$ cat config.mk
export PLATFORM = sky130hd
export DESIGN_NAME = morv_mem_arbiter
export DESIGN_NICKNAME = d
export VERILOG_FILES = /design/src/rtl/morv_mem_arbiter.sv
export SDC_FILE = /design/constraint.sdc
export NUM_CORES = 1
export LEC_CHECK = 0
export ABC_CLOCK_PERIOD_IN_PS = 3320
export BUFFER_PORTS_ARGS = -buffer_cell sky130_fd_sc_hd__buf_2
export CORE_AREA = 2 2 121 123
export CTS_CLUSTER_SIZE = 10
export DETAILED_ROUTE_END_ITERATION = 10
export DIE_AREA = 0 0 123 125
export GPL_TIMING_DRIVEN = 0
export HOLD_SLACK_MARGIN = 0.15
export PLACE_DENSITY = 0.69
export SLEW_MARGIN = 20
export SYNTH_ARGS = -nofsm -noshare
export SYNTH_HDL_FRONTEND = slang
export SYNTH_SLANG_ARGS = --single-unit
$ cat constraint.sdc
create_clock -name clk -period 3.32 [get_ports clk]
set_input_delay 0.996 -clock clk [delete_from_list [all_inputs] [get_ports clk]]
set_output_delay 0.996 -clock clk [all_outputs]
set_load 0.05 [all_outputs]
$ cat src/rtl/morv_mem_arbiter.sv
// Two-port memory arbiter (fetch/load-store) onto a single downstream bus with a wait timeout.
// Optional round-robin arbitration is enabled by defining MEM_ARB_ROUND_ROBIN_EN; otherwise port 1 has fixed priority.
module morv_mem_arbiter #(
    parameter int unsigned TIMEOUT = 255
) (
    input  logic        clk,
    input  logic        rst,
    input  logic        p0_req,
    input  logic [31:0] p0_addr,
    input  logic [31:0] p0_wdata,
    input  logic        p0_write,
    input  logic [3:0]  p0_wstrb,
    output logic        p0_gnt,
    output logic        p0_ready,
    output logic [31:0] p0_rdata,
    output logic        p0_err,
    input  logic        p1_req,
    input  logic [31:0] p1_addr,
    input  logic [31:0] p1_wdata,
    input  logic        p1_write,
    input  logic [3:0]  p1_wstrb,
    output logic        p1_gnt,
    output logic        p1_ready,
    output logic [31:0] p1_rdata,
    output logic        p1_err,
    output logic        mem_req,
    output logic [31:0] address,
    output logic [31:0] wdata,
    output logic        write,
    output logic [3:0]  wstrb,
    input  logic [31:0] rdata,
    input  logic        ready
);

    localparam logic [0:0]  IDLE      = 1'b0;
    localparam logic [0:0]  BUSY      = 1'b1;
    localparam logic [15:0] TIMEOUT_L = 16'(TIMEOUT);

    logic [0:0]  state;
    logic        owner;
    logic [15:0] wait_cnt;
    logic        win1;
    logic        any_req;
    logic        expire;
    logic        done;

    assign any_req = p0_req | p1_req;
    assign expire  = (state == BUSY) && (wait_cnt == TIMEOUT_L);
    assign done    = (state == BUSY) && (ready || expire);

`ifdef MEM_ARB_ROUND_ROBIN_EN
    logic last_served;

    // On contention, grant whichever port was not served last.
    always_comb begin
        win1 = 1'b0;
        if (p0_req && p1_req) begin
            win1 = ~last_served;
        end else begin
            win1 = p1_req;
        end
    end

    // Pointer remembers the most recent grant; reset value means "port 1 last".
    always_ff @(posedge clk or posedge rst) begin
        if (rst) begin
            last_served <= 1'b1;
        end else if ((state == IDLE) && any_req) begin
            last_served <= win1;
        end else begin
            last_served <= last_served;
        end
    end
`else
    // Fixed priority: port 1 always wins.
    always_comb begin
        win1 = p1_req;
    end
`endif

    // Transaction FSM; downstream fields are latched once at grant and frozen while BUSY.
    always_ff @(posedge clk or posedge rst) begin
        if (rst) begin
            state    <= IDLE;
            owner    <= 1'b0;
            wait_cnt <= 16'd0;
            mem_req  <= 1'b0;
            address  <= 32'd0;
            wdata    <= 32'd0;
            write    <= 1'b0;
            wstrb    <= 4'd0;
            p0_gnt   <= 1'b0;
            p1_gnt   <= 1'b0;
        end else begin
            case (state)
                IDLE: begin
                    if (any_req) begin
                        state    <= BUSY;
                        owner    <= win1;
                        wait_cnt <= 16'd0;
                        mem_req  <= 1'b1;
                        address  <= win1 ? p1_addr  : p0_addr;
                        wdata    <= win1 ? p1_wdata : p0_wdata;
                        write    <= win1 ? p1_write : p0_write;
                        wstrb    <= win1 ? p1_wstrb : p0_wstrb;
                        p0_gnt   <= ~win1;
                        p1_gnt   <= win1;
                    end else begin
                        mem_req  <= 1'b0;
                        p0_gnt   <= 1'b0;
                        p1_gnt   <= 1'b0;
                    end
                end
                BUSY: begin
                    if (done) begin
                        state    <= IDLE;
                        wait_cnt <= 16'd0;
                        mem_req  <= 1'b0;
                        p0_gnt   <= 1'b0;
                        p1_gnt   <= 1'b0;
                    end else begin
                        wait_cnt <= wait_cnt + 16'd1;
                    end
                end
                default: begin
                    state   <= IDLE;
                    mem_req <= 1'b0;
                    p0_gnt  <= 1'b0;
                    p1_gnt  <= 1'b0;
                end
            endcase
        end
    end

    // Completion pulses are combinational so data returns in the same cycle as ready.
    always_comb begin
        p0_ready = done && !owner;
        p1_ready = done && owner;
        p0_err   = p0_ready && expire && !ready;
        p1_err   = p1_ready && expire && !ready;
        p0_rdata = (p0_ready && ready) ? rdata : 32'd0;
        p1_rdata = (p1_ready && ready) ? rdata : 32'd0;
    end

endmodule
[After elaboration in Yosys (flattened, before gate mapping)]
Cells that the tools add are included.
Widths: inputs -> output; s select.
Cells by class
  bitwise logic cells: 3
  $lt $le $gt $ge: 0
  multiply operators: 0
  muxes and demuxes: 18
  shift operators: 0
  equal/unequal tests: 3
  $add $sub $neg: 1
  reduce and logical (&&, ||, !) cells: 14
  divide/modulo/power cells: 0
Operators by type and width (number)
  $mux 32: 4
  $mux 16: 2
  $pmux 16 s2: 1
  $add 16x1->16 const B: 1
  $eq 16x8->1 const B: 1
  $logic_and 1x1->1: 10
  $pmux 1 s2: 4
  $mux 1: 6
  $mux 4: 1
  $logic_not 1->1: 2
  $ne 2x1->1 const B: 1
  $ne 2x2->1 const B: 1
  $not 1->1: 2
  $reduce_and 2->1: 1
  $logic_or 1x1->1: 1
  $or 1x1->1: 1
Word-level totals
  flip-flop bits (word level): 90
  bits in latches: 0
  ROM bits: 0
  RAM bits: 0
  output and inout bits: 140
  memories: 0

[Longest topological paths before layout]
  word-level depth: 7
  depth in mapped cells: 7

[Worst setup path before layout]
No wires, ideal clock.
  kind: reg-to-output
  start point: register wait_cnt[10]
  end point: output port p0_err
  cell stages (with the launch flop): 5
  arrival: 2658 ps
  setup slack: -334 ps
  path buffers: 1
  cells stage by stage: dfrtp_1 -> or4_1 -> or4_1 -> buf_6 -> nor3_1
Between the ends
  word-level cells in the longest chain between the ends: 7
Ends and longest elaborated chain
  start, declared: line 41  | logic [15:0] wait_cnt;
  start signal, assigned: line 122  | wait_cnt <= wait_cnt + 16'd1;
  $eq 16x8->1 (*): line 48  | assign expire = (state == BUSY) && (wait_cnt == TIMEOUT_L);
  $logic_and 1x1->1 (*): line 48
  $logic_or 1x1->1: line 49  | assign done = (state == BUSY) && (ready || expire);
  $logic_and 1x1->1: line 49
  $logic_and 1x1->1: line 137  | p0_ready = done && !owner;
  $logic_and 1x1->1 (*) (2 in series): line 139  | p0_err = p0_ready && expire && !ready;
  end, declared: line 16  | output logic p0_err,
Every way passes the cells marked *; elsewhere a longest branch is shown, timed or not.

[Worst setup path after layout]
  start point: register wait_cnt[9]
  end point: output port p0_err
The elaborated chain is that of the path after synthesis.

==> qor.txt <==
CLOCK TREE
---------------------------------------------------------------------------------
Max clock buf depth ................................................            2
Root buffer cell ................................................... sky130_fd_sc_hd__clkbuf_16
Hold-fix buffer count after cts ....................................            0
Worst-Skew Late Latency ............................................      0.33 ns
Inserted Clock Buffers .............................................            9
H-tree lvl count ...................................................            3
CTS tree ...........................................................         done
Clock slew seen by the registers of the worst setup and hold paths .      0.06 ns
Count of clock tree sinks ..........................................           90

RUN
---------------------------------------------------------------------------------
Max Cap Violations .................................................            0

FLOORPLANNING
---------------------------------------------------------------------------------
Floorplan die width ................................................       123 um
Initial core utilization ...........................................       0.3305
Floorplan Core Area ................................................  14,200 um^2
Area of the die ....................................................  15,380 um^2
Row cnt ............................................................           44
Height of the chip .................................................       125 um
Number of placed I/O pins ..........................................          315

CRITICAL PATH
---------------------------------------------------------------------------------
Worst r2r dst ......................................................  address[25]
Cell type with the highest occurrence count on the critical path ... sky130_fd_sc_hd__buf_6
Data required time at the worst endpoint ...........................      2.32 ns
Worst-path maximum fanout ..........................................            7
Worst path arrival time ............................................      2.31 ns
Worst reg2reg path depth ...........................................            7
Critical path's largest stage delay ................................      0.57 ns
Crit Path Category .................................................      reg2out
Slowest cell on the critical path .................................. sky130_fd_sc_hd__or4b_4
Startpoint class of the critical path ..............................     register
Crit path capture type ............................................. primary output
Start of the worst register-to-register path .......................        state
Minimum setup slack among reg-to-reg paths .........................      0.89 ns
Critical path, cell by cell ........................................ or4b_4 -> or4_4 -> buf_6 -> nor3_2 -> buf_6

GLOBAL ROUTE
---------------------------------------------------------------------------------
Grt total ovfl .....................................................            0
Maximum number of pins on one net before global-route repair .......           33
Total global routing track utilization .............................       0.1862
Antenna violations before repair ...................................            0
Global-route wire length before repair .............................    22,440 um
Number of global-route vias before repair ..........................        4,459

STA
---------------------------------------------------------------------------------
Endpoints failing hold .............................................            0
Number of setup violations in the final report .....................            0
Clk_skew ...........................................................  0.009771 ns
Achievable Freq ....................................................    302.9 MHz
Final Slew Violations ..............................................            0
Final Critical Period ..............................................     3.301 ns
Measured slew at the worst slew-check pin ..........................    0.9663 ns
Unrepaired setup endpoints after global routing ....................         true
Max transition margin ..............................................       0.3558
Final clock period utilization by the worst path ...................       0.9944

POWER AND IR DROP
---------------------------------------------------------------------------------
Leakage ............................................................     3.782 nW
Proportion of power drawn by combinational gates ...................        0.406
Power per cell area ................................................ 586.3 nW/um^2
Reg power frac .....................................................        0.341
Proportion of total power due to net switching .....................       0.4387
Clock share of power ...............................................        0.253
Pint ...............................................................     2.294 mW
Net load switching power ...........................................     1.793 mW
Max rail drop VDD ..................................................  0.0003028 V
Total Power ........................................................     4.088 mW

ROUTE
---------------------------------------------------------------------------------
Via total after detailed routing ...................................        4,741
DRT antenna net count ..............................................            0
First-pass DRT Iterations ..........................................            4
WL/cell ............................................................     14.38 um
Iteration-0 DRC Markers ............................................          142
Sum of routed wire length over all layers ..........................    14,630 um
# DRC ..............................................................            0
Number of vias per cell after detailed routing .....................        4.662

STATUS
---------------------------------------------------------------------------------
Outcome ............................................................ finished clean

SYNTH
---------------------------------------------------------------------------------
Most area-hungry cell type in the Yosys netlist .................... sky130_fd_sc_hd__dfrtp_1
Unique masters post-synth ..........................................           42
Number of cells produced by synthesis ..............................          495
Area of the mapped netlist .........................................    4695 um^2
Nets in the synthesized netlist ....................................          671
Async set-or-reset flop fraction in the synthesized netlist ........        1.000
Flops & latches, synth .............................................           90
Number of enable-type register cells in the synthesized netlist ....            0
Sequential area share after synthesis ..............................       0.4797
Number of synthesis warnings .......................................            0
Area contributors post-synth ....................................... sky130_fd_sc_hd__dfrtp_1 (48%), sky130_fd_sc_hd__mux2i_1 (15%), sky130_fd_sc_hd__and2_1 (8.5%)
Portion of synthesized cell area occupied by the leading cell type .       0.4797
Avg Synthesized Cell Area ..........................................   9.484 um^2
Leading register cell type out of synthesis ........................ sky130_fd_sc_hd__dfrtp_1

FINISH
---------------------------------------------------------------------------------
Post-layout instance area ..........................................    6972 um^2
Filler Cell Count ..................................................        1,402
Post-layout nets ...................................................        1,004
Area occupied by multi-input gates .................................    2331 um^2
Combined flip-flop and latch cell area .............................    2253 um^2
Antenna fix cells ..................................................            0
Fraction of final layout cells with drive strength greater than 1 ..       0.4274
Synthesis-to-layout area growth ....................................       48.51%
Layout Cells excl Fill .............................................        1,017

PLACE
---------------------------------------------------------------------------------
Placed wire-length estimate ........................................    11,800 um
Number of buffer cells added on primary ports ......................          313
Placed cell count ..................................................          995
Placed instance area ...............................................    6563 um^2
Gp weighted congestion .............................................       0.7813

WORST HOLD PATH
---------------------------------------------------------------------------------
Worst Hold Endpoint ................................................        write
Hold WC Path Type ..................................................      reg2reg
Number of cells on the worst hold path .............................            2
Hold path start ....................................................        write

==> cell usage in the layout, fill, tap and decap left out, drive strengths merged, types with 2 or more instances in the layout <==
cell type    n
nor3         5
o2bb2ai      2
a22o         2
or3          3
or4b         2
clkinvlp     3
buf        328
clkbuf      38
nor2         5
nor4         2
nand2       81
mux2i       69
nand3       10
or4          6
dfrtp       90
o31ai        4
nand4        3
o21bai       2
or2          2
inv          6
nor2b        2
a21oi        8
and2        64
o21ai       77
nand2b       2
xnor2        2
and3         4
==> per-layer routing <==
metal  track usage  part of all wire  vias up  wire length, um
met5             0                 0        -                0
met2        0.3338              0.52      220             7558
met3       0.04653             0.076       18             1111
li1              -                 -     2364                -
met1        0.2178              0.39     2139             5679
met4       0.05281             0.019        0              279
==> registers in the layout (all words and copies together), names as in the netlist <==
signal    cells
state         1
wait_cnt     16
address      32
owner         1
wdata        32
p1_gnt        1
write         1
wstrb         4
p0_gnt        1
mem_req       1
==> power by group through the flow <==
stage	combinational [mW]	sequential, mW	clock, mW
detailed placement	1.67	1.41	0
global placement	1.65	1.41	0
global route	1.77	1.42	1.11
finish	1.66	1.40	1.03
CTS	1.67	1.40	1.06
floorplan	0.512	2.07	0
==> layout make-up <==
| class | count | share of cell area |
|---|---|---|
| Tap cell | 184 | 0.03302 |
| Buffer | 33 | 0.01920 |
| Multi-Input combinational cell | 366 | 0.3344 |
| Clock buffer | 11 | 0.03482 |
| Sequential cell | 90 | 0.3232 |
| Timing Repair Buffer | 322 | 0.2426 |
| Clock inverter | 5 | 0.008973 |
| Inverter | 6 | 0.003769 |
==> timing repair <==
item                       in CTS  in global routing
setup buffers                   4                  2
setup endpoints to repair       4                  4
gates resized for setup         4                 10
pin swaps                       0                  1
==> cells in the mapped netlist (2+ instances only) <==
| master | number |
|---|---|
| sky130_fd_sc_hd__and3_1 | 4 |
| sky130_fd_sc_hd__nor2b_1 | 2 |
| sky130_fd_sc_hd__o21ai_0 | 77 |
| sky130_fd_sc_hd__clkbuf_1 | 26 |
| sky130_fd_sc_hd__and2_1 | 64 |
| sky130_fd_sc_hd__nand2b_1 | 2 |
| sky130_fd_sc_hd__xnor2_1 | 2 |
| sky130_fd_sc_hd__o2bb2ai_1 | 2 |
| sky130_fd_sc_hd__nor3_1 | 4 |
| sky130_fd_sc_hd__or4_1 | 6 |
| sky130_fd_sc_hd__or2_2 | 2 |
| sky130_fd_sc_hd__dfrtp_1 | 90 |
| sky130_fd_sc_hd__o21bai_1 | 2 |
| sky130_fd_sc_hd__nor4_1 | 2 |
| sky130_fd_sc_hd__o31ai_1 | 4 |
| sky130_fd_sc_hd__a22o_1 | 2 |
| sky130_fd_sc_hd__nand3_1 | 10 |
| sky130_fd_sc_hd__nand2_1 | 81 |
| sky130_fd_sc_hd__mux2i_1 | 69 |
| sky130_fd_sc_hd__buf_1 | 4 |
| sky130_fd_sc_hd__inv_1 | 6 |
| sky130_fd_sc_hd__a21oi_1 | 7 |
| sky130_fd_sc_hd__nand4_1 | 3 |
| sky130_fd_sc_hd__nor2_1 | 5 |
| sky130_fd_sc_hd__or3_1 | 2 |
==> worst max path at each step <==
| stage | depth (start not counted) | slack (ns) | to | startpoint |
|---|---|---|---|---|
| floorplan | 4 | -0.33 | p0_err | wait_cnt[10] |
| global placement | 7 | -0.1 | address[29] | p1_req |
| detailed placement | 7 | -0.11 | address[25] | p1_req |
| CTS | 5 | -0.03 | p0_ready | wait_cnt[9] |
| global route | 5 | -0.05 | p0_err | wait_cnt[9] |
| finish | 5 | 0.02 | p0_err | wait_cnt[9] |
==> critical path: cells and delay by family (launching register included) <==
kind | cells | cell delay (ns)
AND/OR/NAND/NOR | 3 | 1.23
flip-flops | 1 | 0.40
buffers and inverters | 2 | 0.34
==> through the flow <==
stage | setup TNS, ns | util | hold WS [ns] | worst slack, ns
after floorplan | -0.6671 | - | 0.5008 | -0.3335
after global placement | -0.8692 | 0.4573 | 0.4581 | -0.09599
after detailed placement | -0.9746 | 0.4620 | 0.4652 | -0.1081
after CTS | -0.04655 | 0.4866 | 0.4790 | -0.02696
after global routing | -0.08358 | 0.4908 | 0.4987 | -0.04556
final | 0 | 0.4908 | 0.4729 | 0.01871
==> logic make-up after synthesis <==
| logic type | count (synthesis) | synth area share |
|---|---|---|
| and+or+nand+nor | 194 | 0.2153 |
| AOI/OAI and AO/OA | 99 | 0.1162 |
| DFF | 90 | 0.4797 |
| muxes | 69 | 0.1471 |
| buffers and inverters | 39 | 0.03331 |
| xor gates and xnor gates | 3 | 0.005598 |
| adders and majority gates | 1 | 0.002665 |
No activity file was read; power rests on OpenSTA's default activity.
